<file path="src/rtl/aes_core_sched.sv">
// Round-robin scheduler that shares one AES core between NB_REQ block requesters.
// Key expansion is re-run only when the key context (owner or key) changes.
module aes_core_sched #(
  parameter int unsigned NB_REQ = 2,
  parameter int unsigned KEY_W  = 256,
  parameter int unsigned BLK_W  = 128
) (
  input  logic                      clk,
  input  logic                      reset_n,
  input  logic                      clear,
  input  logic [NB_REQ-1:0]         req_valid_i,
  output logic [NB_REQ-1:0]         req_ready_o,
  input  logic [NB_REQ*KEY_W-1:0]   req_key_i,
  input  logic [NB_REQ-1:0]         req_keylen_i,
  input  logic [NB_REQ-1:0]         req_encdec_i,
  input  logic [NB_REQ*BLK_W-1:0]   req_block_i,
  input  logic [NB_REQ-1:0]         key_update_i,
  output logic [NB_REQ-1:0]         rsp_valid_o,
  input  logic [NB_REQ-1:0]         rsp_ready_i,
  output logic [BLK_W-1:0]          rsp_block_o,
  output logic                      core_init_o,
  output logic                      core_next_o,
  output logic [KEY_W-1:0]          core_key_o,
  output logic                      core_keylen_o,
  output logic                      core_encdec_o,
  output logic [BLK_W-1:0]          core_block_o,
  input  logic                      core_ready_i,
  input  logic [BLK_W-1:0]          core_result_i,
  input  logic                      core_result_valid_i,
  output logic [$clog2(NB_REQ)-1:0] grant_id_o,
  output logic                      busy_o,
  output logic [31:0]               blocks_done_o
);
  localparam int unsigned ID_W  = $clog2(NB_REQ);
  localparam int unsigned CNT_W = 32;

  typedef enum logic [2:0] {
    IDLE      = 3'd0,
    KEY_INIT  = 3'd1,
    KEY_WAIT  = 3'd2,
    BLK_START = 3'd3,
    BLK_WAIT  = 3'd4,
    RESP      = 3'd5
  } state_t;

  state_t          state;
  state_t          state_next;
  logic            wait_guard;
  logic [ID_W-1:0] rr_ptr;
  logic [ID_W-1:0] key_owner;
  logic [ID_W-1:0] sel;
  logic            key_loaded;
  logic            found;
  logic            grant;
  logic            key_reuse;
  logic            rsp_done;

  // Round-robin search for the first pending requester starting at rr_ptr.
  always_comb begin
    int unsigned idx;
    idx   = 0;
    found = 1'b0;
    sel   = '0;
    for (int unsigned k = 0; k < NB_REQ; k++) begin
      idx = 32'(rr_ptr) + k;
      if (idx >= NB_REQ) idx = idx - NB_REQ;
      if (!found && req_valid_i[ID_W'(idx)]) begin
        found = 1'b1;
        sel   = ID_W'(idx);
      end
    end
  end

  // A key update for the selected requester in the grant cycle forces a reload.
  assign key_reuse = key_loaded && (key_owner == sel) && !key_update_i[sel];
  assign rsp_done  = (state == RESP) && rsp_ready_i[grant_id_o];

  always_comb begin
    state_next = state;
    grant      = 1'b0;
    case (state)
      IDLE: begin
        if (found && core_ready_i) begin
          grant      = 1'b1;
          state_next = key_reuse ? BLK_START : KEY_INIT;
        end
      end
      KEY_INIT:  state_next = KEY_WAIT;
      KEY_WAIT:  if (!wait_guard && core_ready_i) state_next = BLK_START;
      BLK_START: state_next = BLK_WAIT;
      BLK_WAIT:  if (!wait_guard && core_ready_i && core_result_valid_i) state_next = RESP;
      RESP:      if (rsp_done) state_next = IDLE;
      default:   state_next = IDLE;
    endcase
    if (clear) begin
      state_next = IDLE;
      grant      = 1'b0;
    end
  end

  // wait_guard is high in the first cycle of any state, masking stale core_ready_i.
  always_ff @(posedge clk or negedge reset_n) begin
    if (!reset_n) begin
      state      <= IDLE;
      wait_guard <= 1'b0;
    end else begin
      state      <= state_next;
      wait_guard <= (state_next != state);
    end
  end

  always_ff @(posedge clk or negedge reset_n) begin
    if (!reset_n) begin
      grant_id_o    <= '0;
      rr_ptr        <= '0;
      key_owner     <= '0;
      key_loaded    <= 1'b0;
      core_key_o    <= '0;
      core_keylen_o <= 1'b0;
      core_encdec_o <= 1'b0;
      core_block_o  <= '0;
      rsp_block_o   <= '0;
      blocks_done_o <= '0;
    end else if (clear) begin
      grant_id_o    <= '0;
      rr_ptr        <= '0;
      key_owner     <= '0;
      key_loaded    <= 1'b0;
      core_key_o    <= '0;
      core_keylen_o <= 1'b0;
      core_encdec_o <= 1'b0;
      core_block_o  <= '0;
      rsp_block_o   <= '0;
      blocks_done_o <= '0;
    end else begin
      if (grant) begin
        grant_id_o    <= sel;
        core_key_o    <= req_key_i[32'(sel)*KEY_W +: KEY_W];
        core_keylen_o <= req_keylen_i[sel];
        core_encdec_o <= req_encdec_i[sel];
        core_block_o  <= req_block_i[32'(sel)*BLK_W +: BLK_W];
      end
      if (state == KEY_INIT) begin
        key_owner  <= grant_id_o;
        key_loaded <= 1'b0;
      end
      if (state == KEY_WAIT && state_next == BLK_START) key_loaded <= 1'b1;
      // Placed last so an owner key update wins over a completing expansion.
      if (key_update_i[key_owner]) key_loaded <= 1'b0;
      if (state == BLK_WAIT && state_next == RESP) rsp_block_o <= core_result_i;
      if (rsp_done) begin
        blocks_done_o <= blocks_done_o + CNT_W'(1);
        rr_ptr        <= (grant_id_o == ID_W'(NB_REQ - 1)) ? '0 : grant_id_o + ID_W'(1);
      end
    end
  end

  assign req_ready_o = grant ? (NB_REQ'(1) << sel) : '0;
  assign rsp_valid_o = (state == RESP) ? (NB_REQ'(1) << grant_id_o) : '0;
  assign core_init_o = (state == KEY_INIT);
  assign core_next_o = (state == BLK_START);
  assign busy_o      = (state != IDLE);

endmodule

</file>
<file path="config.mk">
export PLATFORM = sky130hd
export DESIGN_NAME = aes_core_sched
export DESIGN_NICKNAME = d
export VERILOG_FILES = /design/src/rtl/aes_core_sched.sv
export SDC_FILE = /design/constraint.sdc
export NUM_CORES = 1
export LEC_CHECK = 0
export CORE_AREA = 3 3 569 571
export DETAILED_ROUTE_END_ITERATION = 8
export DIE_AREA = 0 0 572 574
export PLACE_DENSITY = 0.35
export SLEW_MARGIN = 20
export SYNTH_ARGS = -nofsm -noshare
export SYNTH_HDL_FRONTEND = slang
export SYNTH_SLANG_ARGS = --single-unit
</file>
<file path="constraint.sdc">
create_clock -name clk -period 3.2 [get_ports clk]
set_clock_uncertainty 0.15 [all_clocks]
set_input_delay 0.48 -clock clk [delete_from_list [all_inputs] [get_ports clk]]
set_output_delay 0.48 -clock clk [all_outputs]
set_load 0.02 [all_outputs]
</file>
# Word-level counts from Yosys, hierarchy flattened
# Index checks and enable logic that the tools add are counted.
[word_totals]
register_bits = 554
input_bits = 911
output_inout_bits = 554
[classes]
addsub = 5
n_lt_le_gt_ge = 7
eq_ne = 9
shift = 4
mux = 55
n_reduce_logical = 19
[op_table]
columns = ["cell", "n"]
rows = [
  ["$mux W128", 4],
  ["$mux W256", 2],
  ["$shiftx A512 B10 Y256", 1],
  ["$shiftx A256 B9 Y128", 1],
  ["$mux W32", 2],
  ["$mux W1", 38],
  ["$add A32 B1 Y32 const B", 1],
  ["$pmux W3 S6", 1],
  ["$mux W3", 5],
  ["$lt A1 B2 Y1 const B", 5],
  ["$eq A3 B2 Y1 const B", 3],
  ["$eq A3 B3 Y1 const B", 3],
  ["$logic_and A1 B1 Y1", 9],
  ["$reduce_bool A2 Y1", 4],
  ["$mux W2", 3],
  ["$reduce_bool A4 Y1", 1],
  ["$shl A1 B1 Y2 const A", 2],
  ["$eq A3 B1 Y1 const B", 1],
  ["$logic_not A1 Y1", 3],
  ["$logic_not A3 Y1", 1],
  ["$ne A3 B3 Y1", 1],
  ["$reduce_bool A3 Y1", 1],
  ["$add A1 B1 Y2 const B", 1],
  ["$ge A1 B2 Y1 const B", 1],
  ["4 further kinds", 5],
]

# Depth between registers and ports, before layout
# Gate-level depths: netlist of the first run.
[depth]
depth_word = 21
mapped_depth = 10
ltp_nobuf = 6

# Worst setup path before layout of the first run
# No wires, ideal clock.
[synth_path]
path_type = "reg-to-reg"
from = "register grant_id_o"
to = "register blocks_done_o[31]"
t_arrival_ns = 2.100
required_ns = 2.972
slack_ns = 0.872
stages_incl_launch_ff = 7
n_path_buf = 1
path_cell_list = "dfrtp_1 -> buf_4 -> mux2i_2 -> or4b_1 -> or3_1 -> or3_1 -> a21oi_1"
[synth_via]
elab_chain_len = 4
[synth_rtl]
columns = ["item", "line_no", "source"]
rows = [
  ["from (decl)", "30", "output logic [$clog2(NB_REQ)-1:0] grant_id_o,"],
  ["from (signal assigned)", "137", "grant_id_o <= sel;"],
  ["$mux W1 (not written as such) (2 in series)", "76", "assign rsp_done = (state == RESP) && rsp_ready_i[grant_id_o];"],
  ["$logic_and A1 B1 Y1", "76", ""],
  ["$reduce_bool A2 Y1 (no line)", "n/a", ""],
  ["to (signal assigned)", "152", "blocks_done_o <= blocks_done_o + CNT_W'(1);"],
  ["to (decl)", "32", "output logic [31:0] blocks_done_o"],
]
# No other way between the ends. The select of a mux whose other input is x is not followed.
# A chain may end at the register's enable or synchronous reset.

# Worst setup path in the final report of the first run
[layout_path]
from = "register state[2]"
to = "output port core_init_o"
[layout_via]
elab_chain_len = 1
[layout_rtl]
columns = ["item", "line_no", "source"]
rows = [
  ["from (decl)", "46", "state_t state;"],
  ["from (signal assigned)", "107", "state <= state_next;"],
  ["$eq A3 B1 Y1", "160", "assign core_init_o = (state == KEY_INIT);"],
  ["to (decl)", "21", "output logic core_init_o,"],
]
# No other way between the ends.

==> flow_metrics.tcl, run 1 <==
set metrics [dict create \
    die_x_um 572 \
    p_leak_nw 18.5 \
    ys_seq_elements 554 \
    post-route-util_pct 15.3 \
    hold_violations 0 \
    seq_area_frac_synth_pct 54.5 \
    worst_ep_required_time_ps 2570 \
    max_cap_violations 0 \
    grt_usage_pct 14.7 \
    period_share_pct 96.0 \
    worst-slew-pin-transition_ps 917 \
    worst_slack_ps 127 \
    path_class "flop to primary output" \
    ys.flop_type "dfrtp_1" \
    critPathSlowestCell "clkdlybuf4s50_1" \
    synth_warnings 0 \
    place_congestion 0.847 \
    grt_max_degree 131 \
    async_flop_share_pct 100 \
    io_pins 1465 \
    initial_utilization_pct 8.00 \
    worstSetupPathDepth 3 \
    numCtsBuffers 85 \
    relSlewSlack_pct 38.9 \
    fp.dieArea_sq_um 328000 \
    power_density_nw_per_um2 476 \
    tritoncts "done" \
    die_h_um 574 \
    cpPeakStageDelay_ps 750 \
    outcome "complete, no violations" \
    peakVddDrop_v 0.000308 \
    dp_slack_ps -133 \
    drt_iter0_markers 2153 \
    fmax_mhz 325 \
    most-common-layout-cells "clkdlybuf4s50_1 (1458), nand2_1 (1046), dfrtp_1 (552)" \
    routed_wl_um 252000 \
    cp.buffers_inverters 1 \
    worstPathArrival_ps 2440 \
    clock_latency_ps 770 \
    hpwl_um 215000 \
    cts_root_buffer "clkbuf_16" \
    areaGrowthSynthToFinish_pct 91.1 \
    drive_above_1_share_pct 6.44 \
    period_minus_slack_ps 3070 \
    power_mw 23.2 \
    critPathLaunchType "flop" \
    grt_pass1_wl_um 320000 \
    clock-sinks 554 \
    critical_path.max_fanout 15 \
    antenna_found_initial 222 \
    setup_viol 0 \
    drv_slew 0 \
    netlist-cell-type-count 43 \
    dp_cells 8457 \
    gr-total-overflow 0 \
    vias 29600 \
    ant_nets 0 \
    stdcell_area_sq_um 48700 \
    via_per_inst 3.43 \
    final_common_cell "clkdlybuf4s50_1" \
    h-tree-depth 3 \
    synth_area_sq_um 25500 \
    synth-edff-count 0 \
    coreArea_sq_um 318000 \
    syn_nets 3861 \
    path_cells "nand2b_1, nor2_1, clkdlybuf4s50_1" \
    place_area_sq_um 45800 \
    hold_ws_ps 74.9 \
    rows 207 \
    syn_area_per_cell_sq_um 8.63 \
    path_clk_slew_ps 60 \
    final_net_count 5278 \
    cp_top_family "buffers and inverters" \
    grt_pass1_vias 30000 \
    stdcell_count 8638 \
    finalSetupTns_ps 0 \
    clock_path_buffers 4 \
    end_kind "primary output" \
    hold_path.class "primary input to async pin" \
    r2r_cells 6 \
    rsz0062_at_grt "false" \
    port-buffer-count 1464 \
    synth_cells 2949 \
    wl_per_cell_um 29.2 \
    drc 0 \
    firstDrtPassIters 5 \
]
[synthesized netlist by cell type (4+ instances only)]
master / number / area (sq um)
nand2_1: 1046 / 3930
dfrtp_1: 554 / 13900
nor2_1: 423 / 1590
a311oi_1: 387 / 3390
clkbuf_1: 220 / 826
o21ai_0: 139 / 696
buf_2: 47 / 235
xor2_1: 17 / 149
a21oi_1: 15 / 75.1
nand4_1: 13 / 81.3
nand3_1: 8 / 40.0
or3_1: 8 / 50.1
xnor2_1: 7 / 61.3
and3_1: 6 / 37.5
and2_1: 5 / 31.3
and4_1: 5 / 43.8
nor4_1: 5 / 31.3
inv_1: 4 / 15.0
nor2b_1: 4 / 25.0
nor3_1: 4 / 20.0
[cell type report]
class,instances,area [sq um]
diodes,31,77.6
clock buffers,125,2500
clock inverters,23,265
fillers,36100,270000
inverters,4,17.5
multi-input cells,2121,10500
flip-flops and latches,554,13900
well taps,4180,5230
repair buffers,1600,16200
[registers in the layout, summed over array words and instances, names as in the netlist]
signal,flops
blocks_done_o,32
core_block_o,128
core_encdec_o,1
core_key_o,256
core_keylen_o,1
grant_id_o,1
key_loaded,1
key_owner,1
rr_ptr,1
rsp_block_o,128
state,3
wait_guard,1
[metal layers]
metal | vias up | routed length [um] | track usage [%]
li1 | 13100 | - | -
met1 | 14400 | 100000 | 17.4
met2 | 1516 | 114000 | 24.1
met3 | 479 | 31400 | 7.52
met4 | 154 | 5320 | 2.20
met5 | - | 1000 | 0
[where the power goes]
group,internal [mW],switching (mW)
logic,2.54,3.15
registers,7.53,0.400
clock network,5.71,3.83
total,15.8,7.38
[kinds of logic (layout without fill, tap and decap cells)]
| group | count (synthesis) | after routing | share of synthesized area (%) |
|---|---|---|---|
| xor gates and xnor gates | 24 | 24 | 0.826 |
| muxes | 3 | 3 | 0.143 |
| other | 0 | 31 | 0 |
| adders and majority gates | 1 | 1 | 0.0491 |
| buffers and inverters | 274 | 1752 | 4.29 |
| and+or+nand+nor | 1543 | 1543 | 23.6 |
| AOI/OAI and AO/OA | 550 | 550 | 16.6 |
| DFF | 554 | 554 | 54.5 |
[timing repair]
| item | CTS | global route |
|---|---|---|
| endpoints found under the setup margin | 5 | 0 |
| hold buffers | 2 | 0 |
| setup buffers | 0 | 0 |
| gates resized for setup | 5 | 0 |
| hold endpoints to repair | 185 | 0 |
[worst paths after layout]
kind / start / to / slack [ps]
worst min-delay path: reset_n / rsp_block_o[24] / 70
min in group clk: clear / core_block_o[99] / 90
worst max-delay path: state[2] / core_init_o / 130
worst max register to register: state[1] / core_key_o[89] / 610
worst min register to register: rsp_block_o[41] / rsp_block_o[41] / 390
max in group asynchronous: reset_n / core_key_o[145] / 1620
Power figures use the tool's default switching activity.
==> run 2, diff against run 1 <==
Settings changed: GPL_ROUTABILITY_DRIVEN from default to 0.
==> results of run 2 <==
The final DEF is identical to that of run 1; final timing and power are the same.
